**src/rtl/elevator_call_scheduler.sv**
```systemverilog
// Single-car SCAN call scheduler: latches calls, sequences travel and door dwell, honours hold/lock.
// Optional idle homing to floor 0 is built when ELEVATOR_SCHED_HOMING_EN is defined.
module elevator_call_scheduler #(
    parameter int FLOORS           = 4,
    parameter int FLOOR_W          = 2,
    parameter int TRAVEL_CYCLES    = 16,
    parameter int DOOR_CYCLES      = 8,
    parameter int IDLE_HOME_CYCLES = 64
) (
    input  logic               clk,
    input  logic               reset,
    input  logic [FLOORS-1:0]  call_req,
    input  logic               hold,
    input  logic               lock,
    output logic [FLOOR_W-1:0] cur_floor,
    output logic               dir_up,
    output logic               moving,
    output logic               door_open,
    output logic               arrive,
    output logic [FLOORS-1:0]  pending,
    output logic               locked
);
    typedef enum logic [1:0] {S_IDLE, S_MOVE, S_DOOR, S_LOCKED} state_t;

    localparam int CNT_MAX = (TRAVEL_CYCLES > DOOR_CYCLES) ? TRAVEL_CYCLES : DOOR_CYCLES;
    localparam int CNT_W   = $clog2(CNT_MAX + 1);

    state_t               state_q, state_d;
    logic [FLOOR_W-1:0]   cur_floor_q, cur_floor_d;
    logic                 dir_up_q, dir_up_d;
    logic [FLOORS-1:0]    pending_q, pending_d;
    logic                 arrive_q, arrive_d;
    logic [CNT_W-1:0]     cnt_q, cnt_d;
    logic [FLOOR_W-1:0]   next_floor;
    logic [FLOORS-1:0]    target;
    logic                 ahead, behind, ahead_next;

`ifdef ELEVATOR_SCHED_HOMING_EN
    localparam int IDLE_W = $clog2(IDLE_HOME_CYCLES + 1);
    logic [IDLE_W-1:0]    idle_cnt_q, idle_cnt_d;
    logic                 homing_q, homing_d;
    logic                 home_ok;
`endif

    // True when any floor set in pend lies strictly beyond fl in the given direction.
    function automatic logic any_beyond(input logic [FLOORS-1:0] pend,
                                        input logic [FLOOR_W-1:0] fl,
                                        input logic up);
        logic r;
        r = 1'b0;
        for (int f = 0; f < FLOORS; f++) begin
            if (pend[f] && (up ? (f > int'(fl)) : (f < int'(fl))))
                r = 1'b1;
        end
        return r;
    endfunction

    always_comb begin
        state_d     = state_q;
        cur_floor_d = cur_floor_q;
        dir_up_d    = dir_up_q;
        cnt_d       = cnt_q;
        arrive_d    = 1'b0;
        next_floor  = dir_up_q ? cur_floor_q + FLOOR_W'(1) : cur_floor_q - FLOOR_W'(1);
        target      = pending_q;
`ifdef ELEVATOR_SCHED_HOMING_EN
        homing_d    = homing_q;
        home_ok     = (pending_q == '0) && !lock && (cur_floor_q != '0);
        idle_cnt_d  = (state_q == S_IDLE && home_ok) ? idle_cnt_q + IDLE_W'(1) : '0;
        // While homing with no real calls, floor 0 acts as the only target.
        if (homing_q && pending_q == '0)
            target[0] = 1'b1;
`endif
        ahead      = any_beyond(target, cur_floor_q, dir_up_q);
        behind     = any_beyond(target, cur_floor_q, !dir_up_q);
        ahead_next = any_beyond(target, next_floor, dir_up_q);

        case (state_q)
            S_IDLE: begin
                cnt_d = '0;
                if (lock)
                    state_d = S_LOCKED;
                else if (pending_q[cur_floor_q])
                    state_d = S_DOOR;
                else if (ahead)
                    state_d = S_MOVE;
                else if (behind) begin
                    state_d  = S_MOVE;
                    dir_up_d = !dir_up_q;
                end
`ifdef ELEVATOR_SCHED_HOMING_EN
                else if (home_ok && idle_cnt_q == IDLE_W'(IDLE_HOME_CYCLES - 1)) begin
                    state_d  = S_MOVE;
                    dir_up_d = 1'b0;
                    homing_d = 1'b1;
                end
`endif
            end
            S_MOVE: begin
                if (cnt_q == CNT_W'(TRAVEL_CYCLES - 1)) begin
                    cnt_d       = '0;
                    cur_floor_d = next_floor;
                    arrive_d    = 1'b1;
                    if (target[next_floor])
                        state_d = S_DOOR;
                    else if (lock)
                        state_d = S_LOCKED;
                    else if (ahead_next)
                        state_d = S_MOVE;
                    else
                        state_d = S_IDLE;
                end else begin
                    cnt_d = cnt_q + CNT_W'(1);
                end
            end
            S_DOOR: begin
                if (!hold) begin
                    if (cnt_q == CNT_W'(DOOR_CYCLES - 1)) begin
                        cnt_d   = '0;
                        state_d = lock ? S_LOCKED : S_IDLE;
                    end else begin
                        cnt_d = cnt_q + CNT_W'(1);
                    end
                end
            end
            default: begin
                cnt_d = '0;
                if (!lock)
                    state_d = S_IDLE;
            end
        endcase

`ifdef ELEVATOR_SCHED_HOMING_EN
        // Homing ends on arrival or as soon as a real call shows up.
        if (state_d != S_MOVE || pending_q != '0)
            homing_d = 1'b0;
`endif

        // Calls for the floor being served are absorbed while the door is (or becomes) open.
        pending_d = pending_q | call_req;
        if (state_d == S_DOOR || state_q == S_DOOR)
            pending_d[cur_floor_d] = 1'b0;
        if (state_q == S_LOCKED || lock)
            pending_d = '0;
    end

    always_ff @(posedge clk or posedge reset) begin
        if (reset) begin
            state_q     <= S_IDLE;
            cur_floor_q <= '0;
            dir_up_q    <= 1'b1;
            pending_q   <= '0;
            arrive_q    <= 1'b0;
            cnt_q       <= '0;
        end else begin
            state_q     <= state_d;
            cur_floor_q <= cur_floor_d;
            dir_up_q    <= dir_up_d;
            pending_q   <= pending_d;
            arrive_q    <= arrive_d;
            cnt_q       <= cnt_d;
        end
    end

`ifdef ELEVATOR_SCHED_HOMING_EN
    always_ff @(posedge clk or posedge reset) begin
        if (reset) begin
            idle_cnt_q <= '0;
            homing_q   <= 1'b0;
        end else begin
            idle_cnt_q <= idle_cnt_d;
            homing_q   <= homing_d;
        end
    end
`endif

    assign cur_floor = cur_floor_q;
    assign dir_up    = dir_up_q;
    assign pending   = pending_q;
    assign arrive    = arrive_q;
    assign moving    = (state_q == S_MOVE);
    assign door_open = (state_q == S_DOOR);
    assign locked    = (state_q == S_LOCKED);
endmodule

```
**config.mk**
```make
export PLATFORM = sky130hd
export DESIGN_NAME = elevator_call_scheduler
export DESIGN_NICKNAME = d
export VERILOG_FILES = /design/src/rtl/elevator_call_scheduler.sv
export SDC_FILE = /design/constraint.sdc
export NUM_CORES = 1
export LEC_CHECK = 0
export ABC_AREA = 1
export BUFFER_PORTS_ARGS = -buffer_cell sky130_fd_sc_hd__buf_2
export CORE_MARGIN = 10
export CORE_UTILIZATION = 56
export CTS_CLUSTER_DIAMETER = 30
export DETAILED_ROUTE_END_ITERATION = 6
export PLACE_DENSITY = 0.79
export RECOVER_POWER = 50
export SYNTH_ARGS = -nofsm -noshare
export SYNTH_HDL_FRONTEND = slang
export SYNTH_SLANG_ARGS = --single-unit
export TNS_END_PERCENT = 20
```
**constraint.sdc**
```tcl
create_clock -name clk -period 2.4 [get_ports clk]
set_input_delay 0.36 -clock clk [delete_from_list [all_inputs] [get_ports clk]]
set_output_delay 0.36 -clock clk [all_outputs]
set_load 0.02 [all_outputs]
```
==> results.txt, run 1 <==
The number of nets in the final layout is 224, and the worst hold slack across all endpoints is 0.1294 ns. Post-synthesis to final-layout area growth: 11.41%. The via count of the first global-routing pass is 1224. The run gives 0 as the number of slew-limit violations in the final report.

The path class of the tightest hold or removal check is input port to asynchronous set/reset pin. The clock input transition at the sequential cells of the worst setup and hold paths was 0.09 ns; the average wire per cell in the routed design was 12.80 um. The first TritonRoute pass finished after 4 iterations. The run gives 0 as the number of diodes added for antenna fixing. The internal portion of total power came out at 0.0005570 W. The count of input and output buffers was 18. The run gives 0 as the final setup violation count. The final setup TNS came out at 0 ns.

The total power divided by cell area was 771.5 mW/mm^2; the time the final worst path needs with I/O delays and setup was 2.137 ns. The area of the core is 0.002170 mm^2, and the distinct cell type count after synthesis is 25. The run finished with clean final reports.

For the number of nets still failing antenna checks after routing, the log shows 0. Clock skew on the completed layout was measured at 0.002449 ns. The tools report the post-CTS setup repair buffer count as 0. After layout, the worst path uses 89.06% of the clock period. In the routed layout, each cell is associated on average with a via count of 5.261. For this run, the number of Yosys warnings is 0. The later pin in the worst-skew pair is clocked with a latency of 0.27 ns. The analysis attributes to net switching a power of 0.0005270 W. TritonCTS built the clock tree. In the global route stage, overall resource usage came out at 13.44%. The final layout contains routed wiring with a total length of 2.945 mm. The number of buffers created by CTS is 3, and the horizontal extent of the die is 67.46 um. The starting density of the core was 58.13%. The tools report the synthesized cell area as 0.001261 mm^2. The detailed-route DRC error count was 0; the number of storage elements in the synthesis netlist was 15. STA puts the critical path data required time at 2.61 ns. After clock tree synthesis, the repair step resized 0 gates.

After clock tree synthesis, the flow added hold-fix buffers numbering 0. The share of total power dissipated in combinational logic is 52.3%. The area enclosed by the die boundary was 0.004550 mm^2. For the cell count after synthesis, the log shows 180. 19 I/O pins were placed. Cell chosen for the clock root: sky130_fd_sc_hd__clkbuf_4.

The mean instance size in the synthesized netlist was 7.007 um^2. For the pin with the worst max-slew slack, the measured transition is 0.5894 ns. The analysis attributes to cell leakage a power of 0.7541 nW. In this run the tightest slew margin relative to its limit is 60.66%. After layout, the design draws a total of 0.001084 W. In this run, the number of DRC markers left after iteration 0 of detailed routing was 75. Global-route wire length before repair: 4.864 mm. When the netlist entered floorplanning its net count stood at 201.

The tools report the number of levels in the clock H-tree as 1. The portion of total power attributed to sequential cells was 34.5%; the fraction of final layout cells sized beyond drive strength 1 was 16.34%. The critical path starts at cur_floor[1].

The initial antenna violation count was 0; the post-layout utilization of the core was 64.76%. For the global route total overflow, the log shows 0. Across the run, the number of max-cap violations was 0. The worst setup path is launched from a flip-flop.

The kind of critical path is flip-flop to flip-flop. Clock tree synthesis found a total of 15 sinks. For the number of buffers between clock root and the deepest sink, the log shows 2. The type of element capturing the critical path was a flip-flop. Net switching is 48.62% of the power. The final HPWL from detailed placement came out at 2.370 mm. The number of core rows came out at 17. The run gives 0 as the total count of hold-check failures in the final report. Setup repair after global routing left no endpoint under its margin. The filler cells instantiated in the layout total 186. For the pin count of the biggest net entering global routing, the log shows 16.

The die extent in y works out to 67.46 um. The congestion estimate from routability-driven global placement came to 0.8643. Along the worst path, the maximum fanout reaches 10. In this run the critical register-to-register path is launched from cur_floor[1]. The tools report the data arrival time of the critical path as 2.35 ns. Of the synthesized area, sequential elements account for 29.86%. The tools report the maximum achievable frequency as 467.9 MHz. Clock share of power: 13.1%. The total number of vias is 1210. IR analysis of the VDD net gives a maximum drop of 0.5048 mV.
==> worst max-delay path, stage by stage, from the launching register on <==
cell	delay, ns
sky130_fd_sc_hd__dfrtp_2	0.47
sky130_fd_sc_hd__inv_1	0.16
sky130_fd_sc_hd__ha_1	0.28
sky130_fd_sc_hd__inv_1	0.12
sky130_fd_sc_hd__nand2_1	0.08
sky130_fd_sc_hd__nand2_2	0.07
sky130_fd_sc_hd__inv_1	0.05
sky130_fd_sc_hd__nand2_1	0.05
sky130_fd_sc_hd__nand2_1	0.07
sky130_fd_sc_hd__o21ai_1	0.12
sky130_fd_sc_hd__inv_1	0.06
sky130_fd_sc_hd__nor2_2	0.07
sky130_fd_sc_hd__nand2_1	0.05
sky130_fd_sc_hd__nand2_1	0.07
sky130_fd_sc_hd__nand2_2	0.06
sky130_fd_sc_hd__nand3_2	0.09
sky130_fd_sc_hd__nand2_4	0.07
sky130_fd_sc_hd__a21oi_2	0.12
==> Yosys cell counts <==
library cell                n  area share (%)
sky130_fd_sc_hd__inv_1     29             8.6
sky130_fd_sc_hd__a21boi_0   1            0.60
sky130_fd_sc_hd__o21ai_0   13             5.2
sky130_fd_sc_hd__o211ai_1   3             1.8
sky130_fd_sc_hd__dfrtp_1   14              28
sky130_fd_sc_hd__xor2_1     3             2.1
sky130_fd_sc_hd__or2_0      1            0.50
sky130_fd_sc_hd__nor2_2     1            0.50
sky130_fd_sc_hd__nor2_1    13             3.9
sky130_fd_sc_hd__nand2_1   46              14
sky130_fd_sc_hd__nand4_1    3             1.5
sky130_fd_sc_hd__nand2_4    1            0.89
sky130_fd_sc_hd__ha_1      13              13
sky130_fd_sc_hd__nand3_2    1            0.79
sky130_fd_sc_hd__o21ai_1    1            0.40
sky130_fd_sc_hd__dfstp_2    1             2.1
sky130_fd_sc_hd__nand2_2    3             1.5
sky130_fd_sc_hd__a21oi_2    4             2.8
sky130_fd_sc_hd__nand3_1   18             7.1
sky130_fd_sc_hd__a221oi_1   1            0.69
sky130_fd_sc_hd__inv_2      2            0.60
sky130_fd_sc_hd__buf_6      1            0.89
sky130_fd_sc_hd__nor3_2     1            0.79
sky130_fd_sc_hd__o22ai_1    1            0.50
sky130_fd_sc_hd__a21oi_1    5             2.0
==> state kept, by name (all words and copies together), names as in the netlist <==
name / count
arrive: 1
cnt_q: 5
cur_floor: 2
dir_up: 1
pending: 4
state_q: 2
==> cells in the final DEF, fill, tap and decap left out, types with 2 or more instances in the layout <==
cell type	n
sky130_fd_sc_hd__a21oi_1	5
sky130_fd_sc_hd__a21oi_2	4
sky130_fd_sc_hd__buf_2	14
sky130_fd_sc_hd__clkbuf_1	5
sky130_fd_sc_hd__clkbuf_4	3
sky130_fd_sc_hd__dfrtp_1	13
sky130_fd_sc_hd__ha_1	13
sky130_fd_sc_hd__inv_1	29
sky130_fd_sc_hd__inv_2	2
sky130_fd_sc_hd__nand2_1	46
sky130_fd_sc_hd__nand2_2	3
sky130_fd_sc_hd__nand3_1	18
sky130_fd_sc_hd__nand4_1	3
sky130_fd_sc_hd__nor2_1	13
sky130_fd_sc_hd__o211ai_1	3
sky130_fd_sc_hd__o21ai_0	13
sky130_fd_sc_hd__xor2_1	3
==> per-layer routing <==
layer	share of wire [%]	global-route usage (%)	routed length [um]
met5	0	0	0
met4	1.1	5.641	32
met3	4.2	1.983	124
met2	55	27.13	1613
met1	40	13.05	1174
==> area by class of cell <==
type / instances / area [um^2] / area share (%)
clock buffers: 4 / 26.28 / 1.870
well taps: 28 / 35.03 / 2.493
multi-input cells: 133 / 757.0 / 53.87
flip-flops and latches: 15 / 377.9 / 26.89
inverters: 31 / 116.4 / 8.281
repair buffers: 19 / 92.59 / 6.589
==> logic make-up after synthesis <==
logic type / after synthesis / synth area share (%)
and+or+nand+nor: 88 / 31.15
xor gates and xnor gates: 3 / 2.084
adders and majority gates: 13 / 12.90
DFF: 15 / 29.86
AOI/OAI and AO/OA: 29 / 13.89
buffers and inverters: 32 / 10.12
==> through the flow <==
stage | instances | instance area [um^2] | setup slack, ns
floorplan | 180 | 1261 | 0.2979
CTS | 230 | 1409 | 0.1886
detailed placement | 226 | 1383 | 0.2148
finish | 230 | 1405 | 0.2626
global placement | 226 | 1383 | 0.3823
global route | 230 | 1405 | 0.09652
==> path summary, 6_finish.rpt <==
check | endpoint | slack (ns) | depth (start not counted)
setup / recovery | pending[3] | 0.26 | 17
hold / removal | cnt_q[1] | 0.13 | 2
setup reg to reg | pending[3] | 0.26 | 17
hold reg to reg | cnt_q[1] | 0.53 | 2
max in group asynchronous | cur_floor[1] | 1.86 | 2
min in group clk | pending[1] | 0.37 | 3
==> power groups by stage <==
stage	combinational [W]	sequential, W	clock (W)
after floorplan	0.000422	0.000375	0
after global placement	0.000551	0.000374	0
after detailed placement	0.000572	0.000378	0
after CTS	0.000574	0.000373	0.000146
after global routing	0.000639	0.000381	0.000156
final	0.000567	0.000374	0.000142
Note: power is estimated with default switching activity, not from simulation.
==> run 2: changes to the inputs <==
Clock period 2.4 ns to 2.3 ns, I/O delays scaled along.
==> results.txt, run 2 (synthesis gave the netlist of run 1 again) <==
The run gives 0 (unchanged) as the number of slew-limit violations in the final report. For the later-pin clock latency in the skew report, the log shows 0.28 ns (about the same). The run gives 15 (unchanged) as the clock sink count. The data arrival time of the critical path was 2.26 ns (-0.09 ns); the worst-margin pin slew was 0.5981 ns (+0.008671 ns).

The register-to-register path setup slack was 0.25 ns (about the same); the top-level I/O count was 19 (unchanged). The clock input transition at the sequential cells of the worst setup and hold paths works out to 0.10 ns (about the same). The run gives 0 ns (unchanged) as the final setup TNS. The worst setup path is launched from a flip-flop. The logs give 17 (unchanged) for the number of core rows and 65.17% (+0.40 points) for the post-layout utilization of the core.

The fraction of final layout cells sized beyond drive strength 1 was 17.73% (+1.4 points). The area of the multi-input gates was 757.0 um^2 (unchanged). For the number of buffers created by CTS, the log shows 3 (unchanged). The tools report the worst setup path endpoint as pending[2].

The tools report the type of element capturing the critical path as a flip-flop. Number of buffers between clock root and the deepest sink: 2 (unchanged). The portion of the clock cycle consumed by the worst path in the final layout works out to 89.10% (about the same). The global route total overflow was 0 (unchanged). The sequential cell area is 377.9 um^2 (unchanged), and the maximum VDD drop is 0.5061 mV (+0.27%).

The tools report the post-CTS setup repair buffer count as 0 (unchanged). Register with the highest flop count: cnt_q. The logs give 0.002170 mm^2 (unchanged) for the area of the core and 0 (unchanged) for the count of max-cap constraint violations. The average via count per standard cell was 5.286 (+0.47%); the detailed-routing iteration count for the pre-antenna-repair pass was 4 (unchanged). The count of cells along the worst register-to-register path is 16 (-1). Number of nets still failing antenna checks after routing: 0 (unchanged). The tools report the routability-driven placement congestion ratio as 0.8673 (+0.35%). The cell leakage power was 0.7613 nW (+0.96%); the pin count of the biggest net entering global routing was 16 (unchanged). The number of nets in the final layout is 225 (+0.45%). Post-synthesis to final-layout area growth: 12.10%. The global-route wire length before repair came out at 4.988 mm (+2.5%). The average wire per cell in the routed design was 13.04 um (+1.9%).

The critical-path maximum fanout is 4 (-6). The tree is rooted in a sky130_fd_sc_hd__clkbuf_4. TritonCTS built the clock tree. The endpoint identified for the worst register-to-register timing path is pending[2]. The run gives 0 (unchanged) as the detailed-route DRC error count. The total number of vias is 1221 (+0.91%).

Count of input and output buffers: 18 (unchanged). The startpoint identified for the worst register-to-register timing path is cnt_q[0]. The time the final worst path needs with I/O delays and setup was 2.049 ns (-0.08807 ns); the maximum achievable frequency was 488.0 MHz (+4.3%). Tracing the worst setup path back leads to its startpoint at cnt_q[0]. The number of diodes added for antenna fixing is 0 (unchanged), and the worst clock skew is 0.009490 ns (+0.007041 ns). The flow ran to the end, and the final reports show no timing, DRC or antenna violations.

The tools report the area enclosed by the die boundary as 0.004550 mm^2 (unchanged). Setup repair after global routing left no endpoint under its margin. The die extent in y was 67.46 um (unchanged); the required time reported for the critical path endpoint was 2.51 ns (-0.10 ns).

The library cell used most frequently in the layout, excluding fill and tap cells, is sky130_fd_sc_hd__nand2_1. The run gives 207 (+11%) as the number of filler cells placed in the layout. In the layout the commonest cells are sky130_fd_sc_hd__nand2_1, sky130_fd_sc_hd__inv_1, sky130_fd_sc_hd__nand3_1, sky130_fd_sc_hd__buf_2. The initial antenna violation count is 0 (unchanged), and the combined global-route utilization of all metal layers is 13.78% (+0.35 points). The total power divided by cell area works out to 804.2 mW/mm^2 (+4.2%). The flip-flop count of the largest register, all copies and words added is 5 (unchanged), and the final HPWL from detailed placement is 2.425 mm (+2.3%). Relative max-transition margin: 60.08% (-0.58 points). For the via count of the first global-routing pass, the log shows 1189 (-2.9%). The setup path with the least slack is of type flip-flop to flip-flop. The run gives 1 (unchanged) as the number of levels in the clock H-tree. For the detailed router's first-iteration violation count, the log shows 120 (+60%). The tightest min-delay check is of the input port to asynchronous set/reset pin type. The tools report the starting density of the core as 58.13% (unchanged). The total count of hold-check failures in the final report was 0 (unchanged); the horizontal extent of the die was 67.46 um (unchanged).

The logs give 0 (unchanged) for the final setup violation count and 231 (+0.43%) for the final instance count without filler cells. The number of placed instances with taps included came out at 227 (+0.44%). The tools report the total wire length as 3.013 mm (+2.3%).
[run 2: changes by cell type in the layout (fill, tap and decap cells not counted)]
| cell | delta |
|---|---|
| sky130_fd_sc_hd__inv_2 | +1 |
| sky130_fd_sc_hd__clkbuf_1 | -1 |
| sky130_fd_sc_hd__clkinv_2 | +1 |
| sky130_fd_sc_hd__inv_1 | -1 |
| sky130_fd_sc_hd__buf_4 | +1 |
[run 2: critical path, stage by stage (launching register included)]
cell and delay (ns):
sky130_fd_sc_hd__dfrtp_1 0.39, sky130_fd_sc_hd__ha_1 0.20, sky130_fd_sc_hd__nand2_1 0.08, sky130_fd_sc_hd__nor2_1 0.17, sky130_fd_sc_hd__ha_1 0.20, sky130_fd_sc_hd__inv_1 0.06, sky130_fd_sc_hd__nand2_1 0.09, sky130_fd_sc_hd__nand3_1 0.09
sky130_fd_sc_hd__nand2_1 0.07, sky130_fd_sc_hd__nand2_1 0.06, sky130_fd_sc_hd__nor2_2 0.10, sky130_fd_sc_hd__nand2_1 0.05, sky130_fd_sc_hd__nand2_1 0.06, sky130_fd_sc_hd__nand2_2 0.06, sky130_fd_sc_hd__nand3_2 0.09, sky130_fd_sc_hd__nand2_4 0.07
sky130_fd_sc_hd__a21oi_2 0.12
[run 2: power breakdown]
group	switching (W)	leakage (nW)	internal, W
clock	0.0000900	0.0177	0.0000645
sequential	0.0000790	0.196	0.000310
combinational	0.000389	0.548	0.000204
total	0.000559	0.761	0.000578
[run 2: final cells by class]
class,count,share of cell area [%]
clock inverters,1,0.3540
multi-input cells,133,53.54
inverters,31,8.230
repair buffers,20,7.080
well taps,28,2.478
flip-flops and latches,15,26.73
clock buffers,3,1.593
[run 2: per-layer routing]
| metal | up-vias | track usage (%) | share of wire [%] |
|---|---|---|---|
| met5 | - | 0 | 0 |
| met4 | 0 | 5.897 | 2.3 |
| met3 | 8 | 2.149 | 5.2 |
| met2 | 38 | 27.73 | 54 |
| met1 | 552 | 13.37 | 39 |
| li1 | 623 | - | - |
[run 2: per-stage QoR]
step	hold WS, ns	setup slack [ns]	power (W)	area (um^2)
after floorplan	0.2458	0.1979	0.0008319	1261
after global placement	0.4169	0.2742	0.0009647	1390
after detailed placement	0.4377	0.1620	0.0009838	1390
after CTS	0.1339	0.1149	0.001139	1418
after global routing	0.1443	0.01904	0.001233	1414
final	0.1080	0.2507	0.001137	1414
[run 2: worst min path at each step]
stage	end	cells past startpoint	slack [ns]
floorplan	arrive	1	0.25
global placement	cnt_q[0]	2	0.42
detailed placement	cnt_q[3]	2	0.44
CTS	cnt_q[2]	2	0.13
global route	cnt_q[3]	2	0.14
finish	cnt_q[4]	2	0.11
[run 2: repair_timing]
item,CTS,global route
endpoints found under the setup margin,0,4
gates resized for setup,0,2
hold buffers,0,0
